**src/rtl/sys_structs.sv**
```systemverilog
// sys_structs: shared types for the asynchronous event scheduler
//   edge_mode_t   - per-channel trigger selection (RISE, FALL, BOTH, NONE)
//   sched_state_t - scheduler FSM states (PRIME, RUN)
//   edge_match    - does a debounced transition to lvl fire under mode m
package sys_structs;

    typedef enum logic [1:0] {
        EDGE_RISE = 2'd0,
        EDGE_FALL = 2'd1,
        EDGE_BOTH = 2'd2,
        EDGE_NONE = 2'd3
    } edge_mode_t;

    typedef enum logic {
        ST_PRIME = 1'b0,
        ST_RUN   = 1'b1
    } sched_state_t;

    function automatic logic edge_match(input edge_mode_t m, input logic lvl);
        return (lvl && (m == EDGE_RISE || m == EDGE_BOTH)) ||
               (!lvl && (m == EDGE_FALL || m == EDGE_BOTH));
    endfunction

endpackage

```
**src/rtl/synchronization_chain.sv**
```systemverilog
// synchronization_chain: unreset multi-flop synchronizer, one chain per bit
//   clk - destination clock
//   d_i - raw asynchronous levels
//   q_o - levels after CHAIN_DEPTH flops
module synchronization_chain #(
    parameter int CHAIN_DEPTH = 3,
    parameter int CHAIN_WIDTH = 4
) (
    input  logic                   clk,
    input  logic [CHAIN_WIDTH-1:0] d_i,
    output logic [CHAIN_WIDTH-1:0] q_o
);

    // No reset: the scheduler's PRIME phase flushes whatever these power up to.
    logic [CHAIN_DEPTH-1:0][CHAIN_WIDTH-1:0] chain_q;

    always_ff @(posedge clk) begin
        chain_q <= {chain_q[CHAIN_DEPTH-2:0], d_i};
    end

    assign q_o = chain_q[CHAIN_DEPTH-1];

endmodule

```
**src/rtl/async_event_scheduler.sv**
```systemverilog
// async_event_scheduler: synchronize, debounce and round-robin report edges on async channels
//   clk, async_rst_n   - clock, asynchronous active-low reset
//   clk_en             - freezes all state except the synchronizers when low
//   async_i            - raw asynchronous levels
//   chan_en_i          - per-channel event enable
//   edge_mode_i        - per-channel edge_mode_t, channel i at [2*i+1:2*i]
//   evt_valid_o/evt_ready_i/evt_channel_o/evt_level_o - event handshake
//   overflow_o/overflow_clr_i - sticky lost-event flags and their clear
//   stable_o           - debounced levels
module async_event_scheduler
    import sys_structs::*;
#(
    parameter int  CHANNELS        = 4,
    parameter int  SYNC_DEPTH      = 3,
    parameter int  DEBOUNCE_CYCLES = 8,
    localparam int CW              = (CHANNELS > 1) ? $clog2(CHANNELS) : 1
) (
    input  logic                  clk,
    input  logic                  async_rst_n,
    input  logic                  clk_en,
    input  logic [CHANNELS-1:0]   async_i,
    input  logic [CHANNELS-1:0]   chan_en_i,
    input  logic [2*CHANNELS-1:0] edge_mode_i,
    output logic                  evt_valid_o,
    input  logic                  evt_ready_i,
    output logic [CW-1:0]         evt_channel_o,
    output logic                  evt_level_o,
    output logic [CHANNELS-1:0]   overflow_o,
    input  logic [CHANNELS-1:0]   overflow_clr_i,
    output logic [CHANNELS-1:0]   stable_o
);

    localparam int DW = $clog2(DEBOUNCE_CYCLES) + 1;
    localparam int PW = $clog2(SYNC_DEPTH + 1) + 1;

    logic [CHANNELS-1:0] synced;
    logic [CHANNELS-1:0] upd, hit, gnt_oh;
    logic [CW-1:0]       gnt_idx;
    logic                found, grant;

    sched_state_t        state_q, state_d;
    logic [PW-1:0]       prime_q, prime_d;
    logic [CHANNELS-1:0] stable_q, stable_d;
    logic [DW-1:0]       cnt_q [CHANNELS];
    logic [DW-1:0]       cnt_d [CHANNELS];
    logic [CHANNELS-1:0] pend_q, pend_d;
    logic [CHANNELS-1:0] ovf_q, ovf_d;
    logic                valid_q, valid_d;
    logic [CW-1:0]       ch_q, ch_d;
    logic                lvl_q, lvl_d;
    logic [CW-1:0]       last_q, last_d;

    synchronization_chain #(
        .CHAIN_DEPTH(SYNC_DEPTH),
        .CHAIN_WIDTH(CHANNELS)
    ) u_sync (
        .clk (clk),
        .d_i (async_i),
        .q_o (synced)
    );

    // A channel's debounced level flips on the edge its counter saturates.
    always_comb begin
        upd = '0;
        hit = '0;
        for (int i = 0; i < CHANNELS; i++) begin
            upd[i] = (synced[i] != stable_q[i]) && (cnt_q[i] == DW'(DEBOUNCE_CYCLES - 1));
            hit[i] = upd[i] && chan_en_i[i] &&
                     edge_match(edge_mode_t'(edge_mode_i[2*i +: 2]), synced[i]);
        end
    end

    // Round-robin: first pending channel after the last granted one.
    always_comb begin
        found   = 1'b0;
        gnt_idx = '0;
        for (int k = 1; k <= CHANNELS; k++) begin
            if (!found && pend_q[CW'((int'(last_q) + k) % CHANNELS)]) begin
                found   = 1'b1;
                gnt_idx = CW'((int'(last_q) + k) % CHANNELS);
            end
        end
        grant  = found && (!valid_q || evt_ready_i);
        gnt_oh = grant ? (CHANNELS'(1) << gnt_idx) : '0;
    end

    always_comb begin
        state_d  = state_q;
        prime_d  = prime_q;
        stable_d = stable_q;
        cnt_d    = cnt_q;
        pend_d   = pend_q;
        ovf_d    = ovf_q & ~overflow_clr_i;
        valid_d  = valid_q;
        ch_d     = ch_q;
        lvl_d    = lvl_q;
        last_d   = last_q;
        if (state_q == ST_PRIME) begin
            stable_d = synced;
            pend_d   = '0;
            for (int i = 0; i < CHANNELS; i++) cnt_d[i] = '0;
            if (prime_q == PW'(SYNC_DEPTH)) state_d = ST_RUN;
            else prime_d = prime_q + 1'b1;
        end else begin
            for (int i = 0; i < CHANNELS; i++) begin
                cnt_d[i] = (synced[i] == stable_q[i] || upd[i]) ? '0 : cnt_q[i] + 1'b1;
                if (upd[i]) stable_d[i] = synced[i];
                // A grant and a fresh edge on one edge simply keep the bit pending.
                pend_d[i] = chan_en_i[i] && ((pend_q[i] && !gnt_oh[i]) || hit[i]);
                if (hit[i] && pend_q[i] && !gnt_oh[i]) ovf_d[i] = 1'b1;
            end
        end
        if (grant) begin
            valid_d = 1'b1;
            ch_d    = gnt_idx;
            lvl_d   = stable_q[gnt_idx];
            last_d  = gnt_idx;
        end else if (evt_ready_i) begin
            valid_d = 1'b0;
        end
    end

    always_ff @(posedge clk or negedge async_rst_n) begin
        if (!async_rst_n) begin
            state_q  <= ST_PRIME;
            prime_q  <= '0;
            stable_q <= '0;
            cnt_q    <= '{default: '0};
            pend_q   <= '0;
            ovf_q    <= '0;
            valid_q  <= 1'b0;
            ch_q     <= '0;
            lvl_q    <= 1'b0;
            last_q   <= CW'(CHANNELS - 1);
        end else if (clk_en) begin
            state_q  <= state_d;
            prime_q  <= prime_d;
            stable_q <= stable_d;
            cnt_q    <= cnt_d;
            pend_q   <= pend_d;
            ovf_q    <= ovf_d;
            valid_q  <= valid_d;
            ch_q     <= ch_d;
            lvl_q    <= lvl_d;
            last_q   <= last_d;
        end
    end

    assign evt_valid_o   = valid_q;
    assign evt_channel_o = ch_q;
    assign evt_level_o   = lvl_q;
    assign overflow_o    = ovf_q;
    assign stable_o      = stable_q;

endmodule
```
**config.mk**
```make
export PLATFORM = sky130hd
export DESIGN_NAME = async_event_scheduler
export DESIGN_NICKNAME = d
export VERILOG_FILES = /design/src/rtl/sys_structs.sv /design/src/rtl/synchronization_chain.sv /design/src/rtl/async_event_scheduler.sv
export SDC_FILE = /design/constraint.sdc
export NUM_CORES = 1
export LEC_CHECK = 0
export CORE_ASPECT_RATIO = 1.5
export CORE_UTILIZATION = 58
export DETAILED_ROUTE_END_ITERATION = 10
export MAX_ROUTING_LAYER = met4
export PLACE_DENSITY = 0.91
export SETUP_SLACK_MARGIN = 0.02
export SYNTH_ARGS = -nofsm -noshare
export SYNTH_HDL_FRONTEND = slang
export SYNTH_SLANG_ARGS = --single-unit
```
**constraint.sdc**
```tcl
create_clock -name clk -period 5 [get_ports clk]
set_input_delay 0.75 -clock clk [delete_from_list [all_inputs] [get_ports clk]]
set_output_delay 0.75 -clock clk [all_outputs]
set_load 0.005 [all_outputs]
```
==> flow_metrics.env, run 1 <==
export IMPL_path_cells="clkdlybuf4s50_1 -> buf_4 -> and2_1 -> nand2_1 -> nor3_1 -> nand2_1 -> o21ai_0"
export IMPL_gp_congestion=0.822
export IMPL_htreeDepth=2
export IMPL_crit_family="simple AND/OR/NAND/NOR gates"
export IMPL_crit_path_top_delay_cell="clkdlybuf4s50_1"
export IMPL_p_clk_share_pct=23.5
export IMPL_cts_sinks=50
export IMPL_power_total_mw=1.17
export IMPL_critPathMostFrequentCell="nand2_1"
export IMPL_required_ns=5.23
export IMPL_async_reset_ff_share_pct=76.0
export IMPL_crit_arrival_ns=2.49
export IMPL_synth_edf_count=0
export IMPL_r2r_start="pend_q[3]$_DFFE_PN0P_"
export IMPL_port_buffers=35
export IMPL_vias=1823
export IMPL_skew_ns=0.00630
export IMPL_first_pass_iters=4
export IMPL_cts_tree="yes"
export IMPL_die_h_microns=80.7
export IMPL_drive_gt1_share_pct=8.21
export IMPL_routed_wl_mm=4.66
export IMPL_wire_per_inst_microns=14.9
export IMPL_syn2layout_area_growth_pct=21.0
export IMPL_rsz0062_at_grt="no"
export IMPL_num_rows=28
export IMPL_gr_total_overflow=0
export IMPL_relSlewSlack_pct=63.9
export IMPL_total_leakage_power_nw=1.25
export IMPL_path_class="input pin to flop"
export IMPL_nets=303
export IMPL_antenna_found_initial=0
export IMPL_cts_buffers=5
export IMPL_avgViaCountPerCell=5.82
export IMPL_synth_area_sq_um=2390
export IMPL_min_period_ns=2.26
export IMPL_end_kind="flop"
export IMPL_rrSetupSlack_ns=3.04
export IMPL_rr_endpoint="evt_level_o$_DFFE_PN0P_"
export IMPL_r2r_cells=5
export IMPL_fin_tns_setup_ns=0
export IMPL_p_int_uw=812
export IMPL_worst_slew_pin_slew_ns=0.534
export IMPL_start_util_pct=60.5
export IMPL_yosys_warnings=0
export IMPL_synth_distinct_cells=42
export IMPL_cts_root_buf="clkbuf_8"
export IMPL_ir_drop_mv=0.331
export IMPL_setup_ws_ns=2.74
export IMPL_ioPinCount=36
export IMPL_clk_path_buf_depth=2
export IMPL_p_comb_share_pct=26.2
export IMPL_post_cts_buffers=0
export IMPL_synthFlopType="dfrtp_1"
export IMPL_fmax_mhz=442
export IMPL_pre_cts_slack_ns=2.46
export IMPL_clk_pin_slew_ns=0.08
export IMPL_core_area_sq_um=3960
export IMPL_clock_latency_ns=0.30
export IMPL_dieArea_sq_um=4390
export IMPL_fin_cells=313
export IMPL_post_route_drc_count=0
export IMPL_seq_power_share_pct=50.3
export IMPL_die_w_microns=54.5
export IMPL_drt_initial_drc_count=43
export IMPL_synth_area_per_cell_sq_um=10.5
export IMPL_gr_usage_all_layers_pct=23.9
export IMPL_hpwl_mm=3.38
export IMPL_power_switching_uw=356
export IMPL_antenna_cells=0
export IMPL_grt_first_pass_wirelength_mm=7.31
export IMPL_period_share_pct=45.3
export IMPL_seq_area_frac_synth_pct=49.9
export IMPL_drv_cap=0
export IMPL_synthCells=229
export IMPL_whs_path_depth=0
export IMPL_p_sw_share_pct=30.4
export IMPL_cts_hold_buf=0
export IMPL_max_stage_delay_ns=0.46
export IMPL_path_max_fanout=24
export IMPL_outcome="complete, no violations"
export IMPL_grt_pass1_vias=1699
export IMPL_p_per_area_nw_per_um2=403
export IMPL_hold_class="flop to flop"
export IMPL_dp_cells=305
export IMPL_ant_nets=0
export IMPL_setup_viol=0
export IMPL_ys_seq_elements=50
export IMPL_ctsResizeCount=0
export IMPL_hold_viol=0
export IMPL_synth_nets=265
export IMPL_min_from="u_sync.chain_q[0]$_DFF_P_"
export IMPL_grt_max_degree=39
export IMPL_critPathLaunchType="input pin"
export IMPL_hold_ws_ns=0.330
export IMPL_path_buf_inv=2
export IMPL_holdPathEnd="u_sync.chain_q[4]$_DFF_P_"
export IMPL_fillers=297
export IMPL_finalMaxSlewViolations=0
==> sequential cells by signal (all words and copies together) (netlist names) <==
signal          count
cnt_q              16
evt_channel_o       2
evt_level_o         1
evt_valid_o         1
last_q              2
overflow_o          4
pend_q              4
prime_q             3
stable_o            4
state_q             1
u_sync.chain_q      8
u_sync.q_o          4
==> how the worst max path moves through the flow <==
stage	start	endpoint	cells after the start
after floorplan	last_q[0]$_DFFE_PN1P_	evt_level_o$_DFFE_PN0P_	6
after global placement	clk_en	prime_q[1]$_DFFE_PN0P_	5
after detailed placement	clk_en	cnt_q[7]$_DFFE_PN0P_	6
after CTS	clk_en	overflow_o[3]$_DFFE_PN0P_	7
after global routing	clk_en	overflow_o[3]$_DFFE_PN0P_	7
final	clk_en	overflow_o[3]$_DFFE_PN0P_	7
==> cells in the mapped netlist, drive strengths merged (4+ instances only) <==
cell type | number | area, sq um
a21o | 4 | 30.0
a21oi | 7 | 35.0
clkbuf | 6 | 22.5
dfrtp | 36 | 901
dfxtp | 12 | 240
ha | 12 | 150
inv | 18 | 67.6
mux2 | 7 | 78.8
mux2i | 6 | 60.1
nand2 | 26 | 97.6
nand3 | 13 | 65.1
nand3b | 6 | 45.0
nor3 | 5 | 25.0
o2111ai | 4 | 35.0
o21ai | 15 | 75.1
o221ai | 4 | 35.0
o2bb2ai | 6 | 52.6
xor2 | 6 | 52.6
==> area by class of cell <==
class	count	area, sq um	share of cell area, %
Inverter	19	71.3	2.46
Clock buffer	7	76.3	2.64
Timing Repair Buffer	38	373	12.9
Multi-Input combinational cell	153	1090	37.8
Clock inverter	1	30.0	1.04
Tap cell	45	56.3	1.94
Sequential cell	50	1190	41.2
==> per-layer routing <==
| layer | routed length (microns) | global-route usage, % | vias to the layer above |
|---|---|---|---|
| met5 | 0 | - | - |
| met4 | 103 | 11.5 | 0 |
| met3 | 174 | 5.30 | 8 |
| met2 | 2500 | 38.7 | 39 |
| met1 | 1880 | 26.9 | 879 |
| li1 | - | - | 897 |
==> worst reg2reg max path, cell delays in order, from the launching register on <==
cell and delay [ns]:
dfrtp_1 0.46, nor2b_4 0.17, o21a_1 0.21, or3_1 0.53, a2111oi_4 0.39, a211oi_1 0.09
==> layout by cell type (no fill, tap or decap), types with 6 or more instances in the layout <==
cell type / count
a21oi_1: 7
xor2_1: 6
nand3b_1: 6
nand2_1: 26
dfxtp_1: 12
mux2_2: 7
o21ai_0: 15
dfrtp_1: 36
mux2i_1: 6
o2bb2ai_1: 6
ha_1: 12
inv_1: 18
clkdlybuf4s50_1: 35
nand3_1: 13
==> cells by family (layout without fill, tap and decap cells) <==
logic type | count (synthesis) | in the layout | synth area share, %
xor gates and xnor gates | 7 | 7 | 2.56
and+or+nand+nor | 69 | 69 | 15.0
AOI/OAI and AO/OA | 52 | 52 | 16.1
buffers and inverters | 26 | 65 | 4.39
adders and majority gates | 12 | 12 | 6.27
muxes | 13 | 13 | 5.80
DFF | 50 | 50 | 49.9
==> metrics by stage <==
step	util [%]	instance area [sq um]
final	73.1	2900
after global routing	73.1	2900
after CTS	73.1	2900
after detailed placement	70.4	2790
after global placement	70.4	2790
after floorplan	-	2390
==> power groups by stage <==
stage               Combinational, mW  Clock [mW]  Sequential, mW
floorplan                       0.203           0           0.570
global placement                0.297           0           0.591
detailed placement              0.307           0           0.596
CTS                             0.310       0.280           0.586
global route                    0.346       0.298           0.599
finish                          0.306       0.274           0.587
Power figures use the tool's default switching activity.
==> run 2: changes to the inputs <==
- CORE_UTILIZATION: 58 -> 53
- PLACE_DENSITY: 0.91 -> 0.84
- clock period: 5 -> 2.35 ns (I/O delays scaled with it)
==> flow_metrics.env, run 2 (synthesis results as in run 1) <==
export IMPL_avgViaCountPerCell=5.82
export IMPL_hold_class="flop to flop"
export IMPL_grt_first_pass_wirelength_mm=7.95
export IMPL_path_cells="nor2b_4 -> o21a_1 -> or3_1 -> a2111oi_4 -> a211oi_1"
export IMPL_ant_nets=0
export IMPL_antenna_found_initial=0
export IMPL_path_class="flop to flop"
export IMPL_ioPinCount=36
export IMPL_pre_cts_slack_ns=0.418
export IMPL_total_leakage_power_nw=1.25
export IMPL_period_share_pct=82.9
export IMPL_r2r_start="last_q[0]$_DFFE_PN1P_"
export IMPL_final_cell_mix="36 x dfrtp_1, 35 x clkdlybuf4s50_1, 26 x nand2_1"
export IMPL_clk_path_buf_depth=2
export IMPL_cts_root_buf="clkbuf_8"
export IMPL_first_pass_iters=7
export IMPL_post_cts_buffers=0
export IMPL_num_rows=29
export IMPL_die_h_microns=84.3
export IMPL_fin_tns_setup_ns=0
export IMPL_start_util_pct=55.9
export IMPL_max_flop_register="cnt_q"
export IMPL_syn2layout_area_growth_pct=20.6
export IMPL_grt_pass1_vias=1969
export IMPL_nets=304
export IMPL_hold_viol=0
export IMPL_final_common_cell="dfrtp_1"
export IMPL_required_ns=2.53
export IMPL_hpwl_mm=3.54
export IMPL_p_per_area_nw_per_um2=833
export IMPL_antenna_cells=0
export IMPL_ctsResizeCount=0
export IMPL_largest_reg_flops=16
export IMPL_drive_gt1_share_pct=8.55
export IMPL_wire_per_inst_microns=15.1
export IMPL_crit_family="compound AO/OA/AOI/OAI gates"
export IMPL_finalMaxSlewViolations=0
export IMPL_vias=1834
export IMPL_cts_buffers=5
export IMPL_post_route_drc_count=3
export IMPL_crit_path_top_delay_cell="dfstp_2"
export IMPL_cts_tree="yes"
export IMPL_fmax_mhz=513
export IMPL_gp_congestion=0.841
export IMPL_dieArea_sq_um=4790
export IMPL_routed_wl_mm=4.77
export IMPL_clk_pin_slew_ns=0.08
export IMPL_violations="DRC"
export IMPL_min_period_ns=1.95
export IMPL_grt_max_degree=39
export IMPL_htreeDepth=2
export IMPL_min_from="u_sync.chain_q[5]$_DFF_P_"
export IMPL_skew_ns=0.00430
export IMPL_setup_ws_ns=0.401
export IMPL_drt_initial_drc_count=66
export IMPL_relSlewSlack_pct=57.3
export IMPL_path_max_fanout=7
export IMPL_gr_usage_all_layers_pct=22.1
export IMPL_core_area_sq_um=4280
export IMPL_clock_latency_ns=0.30
export IMPL_critPathLaunchType="flop"
export IMPL_rsz0062_at_grt="no"
export IMPL_ir_drop_mv=0.599
export IMPL_path_buf_inv=0
export IMPL_outcome="finished, violations left"
export IMPL_end_kind="flop"
export IMPL_max_stage_delay_ns=0.59
export IMPL_drv_cap=0
export IMPL_layout_top_registers="cnt_q x16, u_sync.chain_q x8"
export IMPL_port_buffers=35
export IMPL_cts_hold_buf=0
export IMPL_crit_start="last_q[0]$_DFFE_PN1P_"
export IMPL_crit_arrival_ns=2.13
export IMPL_gr_total_overflow=0
export IMPL_worst_slew_pin_slew_ns=0.632
export IMPL_setup_viol=0
export IMPL_cts_sinks=50
export IMPL_die_w_microns=56.9
==> run 2: final timing paths <==
path / to / slack (ns) / cells past startpoint
max in group asynchronous: last_q[0]$_DFFE_PN1P_ / 1.53 / 2
max reg2reg: evt_level_o$_DFFE_PN0P_ / 0.40 / 5
max: evt_level_o$_DFFE_PN0P_ / 0.40 / 5
min in group asynchronous: evt_channel_o[1]$_DFFE_PN0P_ / 0.46 / 2
min reg2reg: u_sync.q_o[1]$_DFF_P_ / 0.33 / 0
min: u_sync.q_o[1]$_DFF_P_ / 0.33 / 0
==> run 2: metal layers <==
| metal | vias up | GRT usage (%) | share of wire (%) |
|---|---|---|---|
| met1 | 890 | 20.9 | 39 |
| met3 | 15 | 4.47 | 3.2 |
| li1 | 891 | - | - |
| met2 | 38 | 40.9 | 55 |
| met4 | 0 | 11.3 | 3.1 |
| met5 | - | - | 0 |
==> run 2: layout make-up <==
cell class              instances  area, sq um
repair buffers                 39          380
well taps                      46         57.6
flip-flops and latches         50         1190
fillers                       332         1390
inverters                      19         71.3
multi-input cells             153         1090
clock buffers                   8         90.1
==> run 2: power by group <==
part | total [mW] | switching, mW | internal (mW)
Sequential | 1.25 | 0.204 | 1.04
Combinational | 0.662 | 0.290 | 0.371
Clock | 0.497 | 0.257 | 0.240
==> run 2: through the flow <==
stage	instances	instance area (sq um)	util [%]	hold WS, ns	power [mW]
after global placement	307	2800	65.3	0.310	1.89
after floorplan	229	2390	-	0.0569	1.64
after detailed placement	307	2800	65.3	0.312	1.93
after CTS	315	2890	67.4	0.331	2.43
final	315	2890	67.4	0.331	2.41
after global routing	315	2890	67.4	0.343	2.56
